$ cat src/rtl/pipe_pkg.sv
// Shared definitions for the MIPS pipeline-boundary registers: reset/exception
// PCs, exception-code constants and the saturating Tnew decrement.
package pipe_pkg;

  localparam logic [31:0] PC_INIT_DEFAULT   = 32'h0000_3000;
  localparam logic [31:0] EXC_ENTRY_DEFAULT = 32'h0000_4180;

  localparam int EXC_W = 5;

  typedef enum logic [EXC_W-1:0] {
    EXC_NONE    = 5'd0,
    EXC_ADEL    = 5'd4,
    EXC_ADES    = 5'd5,
    EXC_SYSCALL = 5'd8,
    EXC_RI      = 5'd10,
    EXC_OV      = 5'd12
  } exc_code_e;

  // Tnew counts down once per stage boundary and never goes below zero.
  function automatic int unsigned sat_dec(input int unsigned v);
    return (v == 0) ? 0 : v - 1;
  endfunction

endpackage

$ cat src/rtl/sat_counter.sv
// Saturating up-counter with enable and synchronous active-low clear.
module sat_counter #(
  parameter int CNT_W = 32
) (
  input  logic             clk,
  input  logic             clear_n,
  input  logic             en,
  output logic [CNT_W-1:0] count
);

  always_ff @(posedge clk) begin
    if (!clear_n) begin
      count <= '0;
    end else if (en && (count != {CNT_W{1'b1}})) begin
      count <= count + 1'b1;
    end
  end

endmodule

$ cat src/rtl/pipe_stage_reg.sv
// Pipeline-boundary register with stall, flush/exception bubbles and exception merge.
// Define PIPE_PERF_CNT_EN to add the stall/bubble/req performance counters.
module pipe_stage_reg
  import pipe_pkg::*;
#(
  parameter int          PAYLOAD_W = 160,
  parameter int          TNEW_W    = 2,
  parameter logic [31:0] PC_INIT   = PC_INIT_DEFAULT,
  parameter logic [31:0] EXC_ENTRY = EXC_ENTRY_DEFAULT,
  parameter int          CNT_W     = 32
) (
  input  logic                 clk,
  input  logic                 reset,
  input  logic                 req,
  input  logic                 flush,
  input  logic                 stall,
  input  logic                 in_valid,
  input  logic [31:0]          in_pc,
  input  logic                 in_bd,
  input  logic [TNEW_W-1:0]    in_tnew,
  input  logic [EXC_W-1:0]     in_exc,
  input  logic [EXC_W-1:0]     local_exc,
  input  logic [PAYLOAD_W-1:0] in_payload,
  output logic                 out_valid,
  output logic [31:0]          out_pc,
  output logic                 out_bd,
  output logic [TNEW_W-1:0]    out_tnew,
  output logic [EXC_W-1:0]     out_exc,
  output logic [PAYLOAD_W-1:0] out_payload
`ifdef PIPE_PERF_CNT_EN
  ,
  output logic [CNT_W-1:0]     stall_cnt,
  output logic [CNT_W-1:0]     bubble_cnt,
  output logic [CNT_W-1:0]     req_cnt
`endif
);

  logic [EXC_W-1:0] merged_exc;

  // An exception already carried from an earlier stage outranks a new local one.
  assign merged_exc = (in_exc != EXC_NONE) ? in_exc : local_exc;

  always_ff @(posedge clk) begin
    if (!reset) begin
      out_valid   <= 1'b0;
      out_pc      <= PC_INIT;
      out_bd      <= 1'b0;
      out_tnew    <= '0;
      out_exc     <= '0;
      out_payload <= '0;
    end else if (req) begin
      out_valid   <= 1'b0;
      out_pc      <= EXC_ENTRY;
      out_bd      <= 1'b0;
      out_tnew    <= '0;
      out_exc     <= '0;
      out_payload <= '0;
    end else if (flush) begin
      // PC/BD still follow upstream so EPC is right if this bubble is stalled on.
      out_valid   <= 1'b0;
      out_pc      <= in_pc;
      out_bd      <= in_bd;
      out_tnew    <= '0;
      out_exc     <= '0;
      out_payload <= '0;
    end else if (!stall) begin
      out_valid   <= in_valid;
      out_pc      <= in_pc;
      out_bd      <= in_bd;
      out_payload <= in_payload;
      out_tnew    <= in_valid ? TNEW_W'(sat_dec(32'(in_tnew))) : '0;
      out_exc     <= in_valid ? merged_exc : '0;
    end
  end

`ifdef PIPE_PERF_CNT_EN
  logic stall_hit;
  logic bubble_hit;

  assign stall_hit  = !req && !flush && stall;
  assign bubble_hit = req || flush || (!stall && !in_valid);

  sat_counter #(.CNT_W(CNT_W)) u_stall_cnt (
    .clk     (clk),
    .clear_n (reset),
    .en      (stall_hit),
    .count   (stall_cnt)
  );

  sat_counter #(.CNT_W(CNT_W)) u_bubble_cnt (
    .clk     (clk),
    .clear_n (reset),
    .en      (bubble_hit),
    .count   (bubble_cnt)
  );

  sat_counter #(.CNT_W(CNT_W)) u_req_cnt (
    .clk     (clk),
    .clear_n (reset),
    .en      (req),
    .count   (req_cnt)
  );
`endif

endmodule

$ cat config.mk
export PLATFORM = sky130hd
export DESIGN_NAME = pipe_stage_reg
export DESIGN_NICKNAME = d
export VERILOG_FILES = /design/src/rtl/pipe_pkg.sv /design/src/rtl/sat_counter.sv /design/src/rtl/pipe_stage_reg.sv
export SDC_FILE = /design/constraint.sdc
export NUM_CORES = 1
export LEC_CHECK = 0
export ABC_AREA = 1
export BUFFER_PORTS_ARGS = -buffer_cell sky130_fd_sc_hd__buf_2
export CORE_AREA = 5 5 156 158
export DETAILED_ROUTE_END_ITERATION = 6
export DIE_AREA = 0 0 161 163
export PLACE_DENSITY = 0.63
export SETUP_SLACK_MARGIN = 0.02
export SYNTH_ARGS = -nofsm -noshare
export SYNTH_HDL_FRONTEND = slang
export SYNTH_SLANG_ARGS = --single-unit
export TNS_END_PERCENT = 100
$ cat constraint.sdc
create_clock -name clk -period 2.6 [get_ports clk]
set_clock_uncertainty 0.15 [all_clocks]
set_input_delay 0.52 -clock clk [delete_from_list [all_inputs] [get_ports clk]]
set_output_delay 0.52 -clock clk [all_outputs]
set_load 0.01 [all_outputs]
* Word-level counts from Yosys, hierarchy flattened
Cells that the tools add are included.
** Operators by class
- Add/subtract/negate cells :: 1
- Bitwise operators :: 1
- Equality and inequality tests :: 2
- Reductions and logical operators :: 4
- Multiplexer cells :: 9
** Operator list (count)
- $mux W32 :: 2
- $mux W15 :: 1
- $mux W5 :: 2
- $reduce_bool A5 Y1 :: 1
- $mux W2 :: 2
- $ne A3 B3 Y1 const B :: 1
- $reduce_or A3 Y1 :: 1
- $logic_not A2 Y1 :: 1
- $mux W1 :: 2
- $ne A2 B2 Y1 const B :: 1
- $reduce_or A2 Y1 :: 1
- $sub A2 B1 Y2 const B :: 1
- $not A1 Y1 :: 1
** Storage, ports and cells
- Word-level logic and storage cells :: 24
- Input bits :: 211
- Output and inout bits :: 201
- Flip-flop bits (word level) :: 201

* Logic depth before layout (Yosys ltp)
Gate-level depths: netlist (run 1).
- Depth after elaboration :: 3
- Depth in mapped cells :: 7
- Gate-level depth less buffers :: 6

* Worst setup path before layout (run 1)
OpenSTA, ideal clock, no wires.
- Kind :: input port to flip-flop
- Start point :: input port stall
- End point :: register out_payload[135]
- Arrival :: 1.168 ns
- Stages :: 6
- Buffers on the path :: 3
- Path slack :: 1.162 ns
- Data required time :: 2.331 ns
- Setup time :: 0.119 ns
- Cell sequence :: buf_4 > clkinv_2 > buf_4 > buf_2 > nand2_1 > a21oi_1
** RTL lines
- start, declared :: RTL line pipe_stage_reg.sv:16 : input logic stall,
- end signal, assigned :: RTL line pipe_stage_reg.sv:70 : out_payload <= in_payload;
- end, declared :: RTL line pipe_stage_reg.sv:29 : output logic [PAYLOAD_W-1:0] out_payload

* Worst setup path in the final report (run 1)
- Start point :: register out_payload[19]
- End point :: output port out_payload[19]
No word-level cell between the ends.

==> results of run 1 <==
-- stage by stage --
step | cell area (sq um) | std cells | util (%)
after global routing | 9960 | 1580 | 43.4
after CTS | 9960 | 1580 | 43.4
after detailed placement | 9230 | 1541 | 40.1
after floorplan | 7050 | 895 | -
final | 9970 | 1581 | 43.4
after global placement | 9230 | 1541 | 40.1
-- power breakdown --
part / internal [mW] / total (mW) / switching, mW / leakage, nW
Clock: 1.91 / 3.13 / 1.23 / 0.371
Sequential: 3.15 / 3.19 / 0.0348 / 1.63
Combinational: 0.245 / 0.585 / 0.340 / 2.83
-- cells in the mapped netlist --
| library cell | instances | area share (%) |
|---|---|---|
| nand2_1 | 343 | 18 |
| dfxtp_1 | 201 | 57 |
| a21oi_1 | 168 | 12 |
| nor2_1 | 63 | 3.4 |
| buf_2 | 35 | 2.5 |
| o21ai_0 | 24 | 1.7 |
| buf_4 | 13 | 1.4 |
| clkbuf_1 | 9 | 0.48 |
| inv_1 | 8 | 0.43 |
| o21ai_1 | 7 | 0.50 |
| buf_6 | 5 | 0.80 |
| nand4_1 | 5 | 0.44 |
| inv_2 | 3 | 0.16 |
| nand3_1 | 3 | 0.21 |
| nor3_1 | 3 | 0.21 |
| clkinv_2 | 1 | 0.071 |
| nand2_2 | 1 | 0.089 |
| nand2_4 | 1 | 0.16 |
| nand3b_1 | 1 | 0.11 |
| nor2_2 | 1 | 0.089 |
-- logic make-up (layout without fill, tap and decap cells) --
kind of cell	after synthesis	in the layout	synth area share, %
flops	201	201	57.1
simple gates	421	421	22.9
compound gates	199	199	14.1
buf+inv	74	469	5.81
other cells	0	1	0
-- how the worst max path moves through the flow --
stage / end / slack (ns) / start
after detailed placement: out_pc[16] / 0.74 / flush
after floorplan: out_payload[135] / 1.16 / stall
final: out_payload[19] / 0.90 / out_payload[19]
after CTS: out_payload[19] / 0.86 / out_payload[19]
after global placement: out_pc[3] / 0.77 / stall
after global routing: out_payload[19] / 0.85 / out_payload[19]
-- layout make-up --
| type | instances | share of cell area (%) |
|---|---|---|
| flip-flops and latches | 201 | 40.4 |
| multi-input cells | 620 | 26.3 |
| repair buffers | 418 | 21.8 |
| clock buffers | 33 | 6.85 |
| well taps | 290 | 3.64 |
| clock inverters | 6 | 0.552 |
| inverters | 12 | 0.477 |
| diodes | 1 | 0.0251 |
-- state kept, by name, indices dropped and copies added (netlist names) --
signal,flops
out_bd,1
out_exc,5
out_payload,160
out_pc,32
out_tnew,2
out_valid,1
-- metal layers --
metal	track usage, %	vias up	part of all wire (%)
li1	-	3627	-
met1	18.6	3156	39
met2	28.2	286	49
met3	5.62	45	9.4
met4	5.12	0	2.6
met5	0	-	0
-- placed cells by master, fill, tap and decap left out, types with 5 or more instances in the layout --
cell type and instances:
clkinv_2 5, clkbuf_16 23, o21ai_1 7, buf_12 5, nand4_1 5, clkbuf_8 7
nor2_1 63, dfxtp_1 201, buf_2 410, inv_1 8, o21ai_0 24, a21oi_1 168
nand2_1 343
==> metrics, run 1 <==
Syn Area/Cell ~7.9 sq um; clock root buffer master clkbuf_16; flop2flop setup slack 1.78 ns; die height 163 um; first-pass GRT wire length 35,200 um; fin crit period 1.70 ns; initial antenna violation count 0; core area 0.0230 sq mm; Num CTS Buffers 22; Worst VDD drop 0.546 mV; Net Count, Synth around 1,100; TritonCTS clock tree yes; initial core utilization a little under a third; die area 0.0262 sq mm; Hold WC Path Type primary input to flop; CTS Buffer Depth 3; R2R Path End out_pc[7]; GPL Wtd Cong 0.790; post-synthesis register bit count 201; vias per cell 4.50; CP max stage cell dfxtp_1; worst-case hold slack 0.0799 ns; measured slew at the worst slew-check pin between 0.6 and 0.7 ns; Area Growth Syn to Fin 41.5%; CP arrival a little over 1 ns; multi-input combinational cell area 0.00262 sq mm; library cells used by synthesis 20; critical-path maximum fanout 2; crit path cell chain buf_2; Starting DRT DRC Count approximately 600; hold buffers post-CTS 0; Ports 412; yosys warns 0; hold_sp in_pc[13]; share of the yosys chip area belonging to registers ~57%; leakage around 4.8 nW; Clock transition at path regs 0.06 ns; Site Rows 56; MaxCap Viol Count 0; WL per Instance 14.6 um; Final Hold Viols 0; Crit path depth 1; hold endpoint out_pc[13]; pre-CTS setup slack 0.740 ns; residual DRC count 0; Max-slew headroom roughly three fifths; endpoints failing setup 0; # resized after CTS 0; via count 7,114; via count of the first global-routing pass between 6,000 and 7,000; DR pass1 iterations 4; final net count approximately 1,500; GRT Residual Overflow 0; Port Buffers 411; Worst Setup End Kind output port; Filler cells 2,409; synthesized netlist cell count approximately 900; placed wire-length estimate 16,300 um; largest net degree at the start of global routing 103; Sequential Area 0.00402 sq mm; setup ws final 0.898 ns; CP Data Required Time slightly below 2 ns; reg2reg start out_pc[7]; CP Class flop to output port; Die Wd around 160 um; Worst path max stage delay 0.38 ns; setup tns final 0 ns; Total GRT Usage 16.1%; FF-to-FF path depth 2; Slew Limit Fails 0; clock sinks 201; worst hold path depth 3; Fmax achieved 0.588 GHz; Pwr Density 693 mW/mm^2; post-synthesis cell area 0.00705 sq mm; status complete, no violations; ratio of cells with drive above 1 in the final layout a little over a third; total setup buffers inserted after CTS 0; startpoint types flop; fin crit share 65.5%; Buffers & Inverters on Critical Path 1; total power a little under 7 mW; Routed Antenna Nets 0; Clock Latency Late Sink 0.49 ns; routed wire length 23,000 um; H-tree levels 1; Top delay family on crit path flip-flops; RSZ-0062 raised after global routing no
Note: power is estimated with default switching activity, not from simulation.
==> run 2: changes to the inputs <==
ABC_AREA = 0   (was 1)
CORE_AREA = 5 5 159 161   (was 5 5 156 158)
DIE_AREA = 0 0 164 166   (was 0 0 161 163)
PLACE_DENSITY = 0.64   (was 0.63)
clock period = 1.5 ns   (was 2.6 ns; I/O delays follow)
==> run 2 against run 1 <==
The flow now finishes with violations (negative hold slack). Clock power grew 81%. Sequential share of layout area is 8.3 points lower. Register-to-register slack got worse by 1.5 ns. Synthesized cell count decreased by 22%. Area after synthesis rose by 1.2%. Critical endpoint is now out_exc[3].
==> metrics, run 2 <==
Pwr Density 1010 mW/mm^2 (was 693 mW/mm^2); setup ws final 0.0517 ns (was 0.898 ns); die area 0.0272 sq mm (was 0.0262 sq mm); Slew Limit Fails 0 (unchanged); CP arrival 1.68 ns (was 1.03 ns); Sequential Area 0.00405 sq mm (was 0.00402 sq mm); critical-path maximum fanout 1 (was 2); top post-synthesis cells by area dfxtp_1, mux2i_1, nor2_1 (was dfxtp_1, nand2_1, a21oi_1); ratio of cells with drive above 1 in the final layout 37.6% (was 35.7%); fin crit period 1.45 ns; GPL Wtd Cong 0.842 (was 0.790); first-pass GRT wire length 40,200 um (was 35,200 um); biggest regs out_payload x160, out_pc x32, out_exc x5 (unchanged); leading cell types by count after synthesis dfxtp_1, mux2i_1, nor2_1 (was nand2_1, dfxtp_1, a21oi_1); synthesized netlist cell count 700 (was 895); pre-CTS setup slack -0.0683 ns (was 0.740 ns); count leader, synth dfxtp_1 (was nand2_1); CP Class primary input to flop (was flop to output port); placed instance count 1,416 (was 1,541); mux contribution to synthesized area 23.2% (was 0%); CTS Buffer Depth 3 (unchanged); worst setup path end out_exc[3] (was out_payload[19]); Worst path max stage delay 0.55 ns (was 0.38 ns); measured slew at the worst slew-check pin 0.409 ns (was 0.604 ns); Site Rows 57 (was 56); initial core utilization 29.9% (was 30.7%); Area Growth Syn to Fin 77.5% (was 41.5%); share of the yosys chip area belonging to registers 56.5% (was 57.1%); library cells used by synthesis 23 (was 20); Num CTS Buffers 22 (unchanged); TritonCTS clock tree yes (unchanged); CP max stage cell dlygate4sd3_1 (was dfxtp_1); placed wire-length estimate 16,900 um (was 16,300 um); clock root buffer master clkbuf_16 (unchanged); number of flops mapped to enable cells by yosys 0 (unchanged); via count of the first global-routing pass 7,717 (was 6,782); most frequent cells in the layout buf_2, dlygate4sd3_1, dfxtp_1 (was buf_2, nand2_1, dfxtp_1); Synth Area in Simple Gates 12.9% (was 22.9%); via count 7,333 (was 7,114); H-tree levels 1 (unchanged); Crit path depth 5 (was 1); Top delay family on crit path buffers and inverters (was flip-flops); total setup buffers inserted after CTS 0 (unchanged); largest net degree at the start of global routing 58 (was 103); area leader, netlist dfxtp_1 (unchanged); startpoint types primary input (was flop); Clock Latency Late Sink 0.50 ns (was 0.49 ns); Filler cells 2,014 (was 2,409); max FFs per register 160 (unchanged); worst-case hold slack -0.000248 ns (was 0.0799 ns); initial antenna violation count 0 (unchanged); Buffers & Inverters on Critical Path 3 (was 1); Worst VDD drop 0.909 mV (was 0.546 mV); Syn Area/Cell 10.2 sq um (was 7.87 sq um); core area 0.0238 sq mm (was 0.0230 sq mm); fin cells 1,658 (was 1,581); endpoints failing setup 0 (unchanged); post-place instance area 0.00969 sq mm (was 0.00923 sq mm); RSZ-0062 raised after global routing yes (was no); Hold WC Path Type primary input to flop (unchanged); largest family of logic cells by synthesized area multiplexers (was simple AND/OR/NAND/NOR gates); yosys warns 0 (unchanged); total power 12.8 mW (was 6.91 mW); final net count 1,533 (was 1,486); Biggest register out_payload (unchanged); MaxCap Viol Count 0 (unchanged); XOR/XNOR share of the synthesized area 0% (unchanged); Synth Area in Compound Gates 3.46% (was 14.1%); Port Buffers 411 (unchanged); Final Util 53.1% (was 43.4%); most common cell after layout, fill and taps aside buf_2 (unchanged); setup tns final 0 ns (unchanged); Ports 412 (unchanged); Final Hold Viols 2 (was 0); R2R Path End out_payload[104] (was out_pc[7]); top-area cell type share of the netlist area 56.5% (was 57.1%); Clock transition at path regs 0.06 ns (about the same); post-synthesis cell area 0.00713 sq mm (was 0.00705 sq mm); FF-to-FF path depth 3 (was 2); Most used DFF post-synth dfxtp_1 (unchanged); Max-slew headroom 72.7% (was 59.7%); Routed Antenna Nets 0 (unchanged); diodes inserted 0 (was 1); post-route cell area 0.0127 sq mm (was 0.00997 sq mm); reg2reg start out_payload[104] (was out_pc[7]); multi-input combinational cell area 0.00283 sq mm (was 0.00262 sq mm); DR pass1 iterations 5 (was 4); worst setup path start local_exc[3] (was out_payload[19]); Net Count, Synth 911 (was 1,106); status finished with violations (was complete, no violations); leakage 6.33 nW (was 4.83 nW); Starting DRT DRC Count 347 (was 596); residual DRC count 0 (unchanged); fin crit share 96.6%; GRT Residual Overflow 0 (unchanged); failing checks negative hold slack; crit path cell chain dlygate4sd3_1, buf_2, a21oi_1, dlygate4sd3_1, o21ai_0 (was buf_2); die height 166 um (was 163 um); hold_sp req (was in_pc[13]); Fmax achieved between 0.6 and 0.7 GHz; flop2flop setup slack 0.24 ns (was 1.78 ns); Top cell by count, worst path dlygate4sd3_1; vias per cell 4.42 (was 4.50); routed wire length 26,300 um (was 23,000 um); clock sinks 201 (unchanged); Post-synth ARST share 0% (unchanged); Worst Setup End Kind flop (was output port); Synth Area in Adders 0% (unchanged); CP Data Required Time 1.74 ns (was 1.93 ns); Die Wd 164 um (was 161 um); WL per Instance 15.8 um (was 14.6 um); Total GRT Usage 18.0% (was 16.1%); post-synthesis register bit count 201 (unchanged)
-- run 2: what timing repair did --
action / CTS / global route
resized for setup: 4 / 44
setup endpoints to repair: 4 / 41
pin swaps: 0 / 2
hold endpoints to repair: 200 / 0
hold buffers: 210 / 0
-- run 2: cells by family (layout without fill, tap and decap cells) --
kind of cell,count (synthesis),count (layout)
simple gates,236,236
compound gates,46,46
mux,165,165
buf+inv,52,686
flops,201,201
-- run 2: how the worst min path moves through the flow --
stage | end | cells after the start
global route | out_pc[12] | 3
CTS | out_exc[0] | 4
global placement | out_pc[17] | 2
floorplan | out_pc[12] | 1
finish | out_pc[13] | 3
detailed placement | out_pc[26] | 2
-- run 2: final cells by class --
type                            count  area share [%]
Timing Repair Buffer              646            36.3
Sequential cell                   201            32.0
Multi-Input combinational cell    447            22.4
Clock buffer                       26            4.72
Tap cell                          324            3.20
Clock inverter                     10            1.25
Inverter                            4           0.119
-- run 2: report_power, final --
group,total (mW),switching [mW],internal (mW)
Sequential,5.53,0.0637,5.46
Combinational,1.62,0.676,0.948
Clock,5.65,2.14,3.52
-- run 2: per-layer routing --
metal  vias up  GRT usage (%)  wire length, um
met2       331           32.4            13200
met3        82           5.04             2240
met5         -              0                0
met1      3353           19.5             9770
li1       3567              -                -
met4         0           7.84             1100
-- run 2: worst register-to-register path, cell delays in order (launching register included) --
cell	delay, ns
dfxtp_1	0.30
mux2i_1	0.11
dlygate4sd3_1	0.56
nor2_1	0.04
==> run 3: changes to the inputs <==
REMOVE_ABC_BUFFERS = 1   (was default)
==> run 3 against run 2 <==
The run now ends clean. Clock power is 9.9% lower. Utilization is 0.74 points lower. Register-to-register slack worse by 0.05 ns. Cell count is 0.24% lower. First-iteration DRC count is 50% higher. Combinational power hardly changed. Critical path depth stayed put. Power is 4.4% lower. Fmax is 3.4% lower. Clock-buffer cell count is 9 higher.
==> metrics, run 3 (synthesis results as in run 2) <==
CTS Buffer Depth 3 (unchanged); GRT Residual Overflow 0 (unchanged); GRT Max-Usage Layer met2 (unchanged); Hold WC Path Type primary input to flop (unchanged); die height 166 um (unchanged); CP max stage cell dlygate4sd3_1 (unchanged); Logic pwr share 13.2% (was 12.7%); met2 Resource Use GR 31.9% (was 32.4%); via count 7,416 (was 7,333); Num CTS Buffers 22 (unchanged); Worst Setup End Kind flop (unchanged); initial antenna violation count 0 (unchanged); Worst path max stage delay 0.56 ns (was 0.55 ns); final net count 1,528 (was 1,533); diodes inserted 0 (unchanged); fin crit period 1.50 ns (was 1.45 ns); Worst VDD drop 0.762 mV (was 0.909 mV); via count of the first global-routing pass 7,887 (was 7,717); first-pass GRT wire length 40,800 um (was 40,200 um); flop2flop setup slack 0.19 ns (was 0.24 ns); core area 0.0238 sq mm (unchanged); Int Power 9.44 mW (was 9.93 mW); initial core utilization 29.9% (unchanged); MaxCap Viol Count 0 (unchanged); biggest regs out_payload x160, out_pc x32, out_exc x5 (unchanged); CP arrival 1.73 ns (was 1.68 ns); RSZ-0062 raised after global routing yes (unchanged); measured slew at the worst slew-check pin 0.480 ns (was 0.409 ns); total power 12.2 mW (was 12.8 mW); residual DRC count 0 (unchanged); placed wire-length estimate 16,400 um (was 16,900 um); Final Util 52.4% (was 53.1%); clock sinks 201 (unchanged); Max-slew headroom 68.0% (was 72.7%); ratio of cells with drive above 1 in the final layout 37.1% (was 37.6%); Clock Power Share 41.6% (was 44.2%); routed wire length 26,800 um (was 26,300 um); worst hold path depth 3 (unchanged); Starting DRT DRC Count 519 (was 347); Total GRT Usage 18.2% (was 18.0%); Final Hold Viols 0 (was 2); fin crit share 99.9% (was 96.6%); hold_sp stall (was req); max FFs per register 160 (unchanged); most common cell after layout, fill and taps aside buf_2 (unchanged); CP Data Required Time 1.73 ns (was 1.74 ns); CP Class primary input to flop (unchanged); GPL Wtd Cong 0.769 (was 0.842); M3 GR Usage 5.71% (was 5.04%); Area Growth Syn to Fin 75.1% (was 77.5%); die area 0.0272 sq mm (unchanged); sw power 2.79 mW (was 2.88 mW); crit path cell chain dlygate4sd3_1, buf_2, mux2i_1, o21ai_0, dlygate4sd3_1 (was dlygate4sd3_1, buf_2, a21oi_1, dlygate4sd3_1, o21ai_0); TritonCTS clock tree yes (unchanged); Port Buffers 411 (unchanged); GR Util met1 20.1% (was 19.5%); Top cell by count, worst path dlygate4sd3_1 (unchanged); Ports 412 (unchanged); vias per cell 4.48 (was 4.42); Routed Antenna Nets 0 (unchanged); Clock transition at path regs 0.06 ns (about the same); post-place instance area 0.00957 sq mm (was 0.00969 sq mm); Die Wd 164 um (unchanged); Fmax achieved 0.667 GHz (was 0.690 GHz); largest net degree at the start of global routing 91 (was 58); startpoint types primary input (unchanged); hold endpoint out_payload[156] (was out_pc[13]); DR pass1 iterations 4 (was 5); leakage 6.25 nW (was 6.33 nW); FF-to-FF path depth 3 (unchanged); Site Rows 57 (unchanged); worst-case hold slack 0.0263 ns (was -0.000248 ns); Reg power frac 45.2% (was 43.2%); critical-path maximum fanout 1 (unchanged); endpoints failing setup 0 (unchanged); WL per Instance 16.2 um (was 15.8 um); Clock Latency Late Sink 0.48 ns (was 0.50 ns); Slew Limit Fails 0 (unchanged); status complete, no violations (was finished with violations); R2R Path End out_pc[13] (was out_payload[104]); H-tree levels 1 (unchanged); switching share of power 22.8% (was 22.5%); clock root buffer master clkbuf_16 (unchanged); reg2reg start out_pc[13] (was out_payload[104]); Pwr Density 980 mW/mm^2 (was 1010 mW/mm^2); post-route cell area 0.0125 sq mm (was 0.0127 sq mm); Biggest register out_payload (unchanged); most frequent cells in the layout buf_2, dlygate4sd3_1, dfxtp_1 (unchanged)
run 3: how the worst max path moves through the flow:
| stage | slack [ns] | endpoint | start |
|---|---|---|---|
| floorplan | -2.23 | out_exc[0] | reset |
| global placement | -0.07 | out_exc[4] | req |
| detailed placement | -0.08 | out_exc[4] | flush |
| CTS | 0.02 | out_payload[117] | out_payload[117] |
| global route | -0.008 | out_payload[142] | out_payload[142] |
| finish | 0.001 | out_pc[13] | in_pc[13] |
run 3: final cells by class:
cell class / count / area (sq um)
sequential: 201 / 4050
fill: 2053 / 11300
multi-input combinational: 447 / 2840
clock inverter: 2 / 13.8
clock buffer: 35 / 671
inverter: 4 / 15.0
timing repair buffer: 641 / 4480
tap: 324 / 405
run 3: worst max-delay path: cells and delay by family:
| family | cells | cell delay (ns) |
|---|---|---|
| muxes | 1 | 0.11 |
| AOI/OAI and AO/OA | 1 | 0.08 |
| buffers and inverters | 3 | 1.25 |
run 3: power by group through the flow:
stage | combinational [mW] | sequential, mW | clock, mW
6_report | 1.61 | 5.53 | 5.09
5_1_grt | 1.73 | 5.54 | 5.49
4_1_cts | 1.56 | 5.52 | 5.26
3_5_place_dp | 1.12 | 5.64 | 0
3_3_place_gp | 1.11 | 5.63 | 0
2_1_floorplan | 0.396 | 5.69 | 0
run 3: repair_timing:
| action | CTS | global route |
|---|---|---|
| resized for setup | 8 | 35 |
| hold buffers | 210 | 1 |
| buffers inserted | 0 | 1 |
| hold endpoints to repair | 201 | 1 |
| setup endpoints to repair | 8 | 30 |
| gates cloned | 0 | 0 |
| pin swaps | 0 | 0 |
run 3: per-stage QoR:
stage          std cells  worst slack (ns)  setup TNS (ns)
2_1_floorplan        652             -2.23         -336.87
3_3_place_gp        1406           -0.0700          -0.318
3_5_place_dp        1406           -0.0824          -0.375
4_1_cts             1653            0.0161               0
5_1_grt             1654          -0.00753         -0.0137
6_report            1654           0.00104               0
run 3: per-layer routing:
metal  vias up  wire length (um)
li1       3543                 -
met1      3408             10000
met2       388             12900
met3        77              2690
met4         0              1140
met5         -                 0
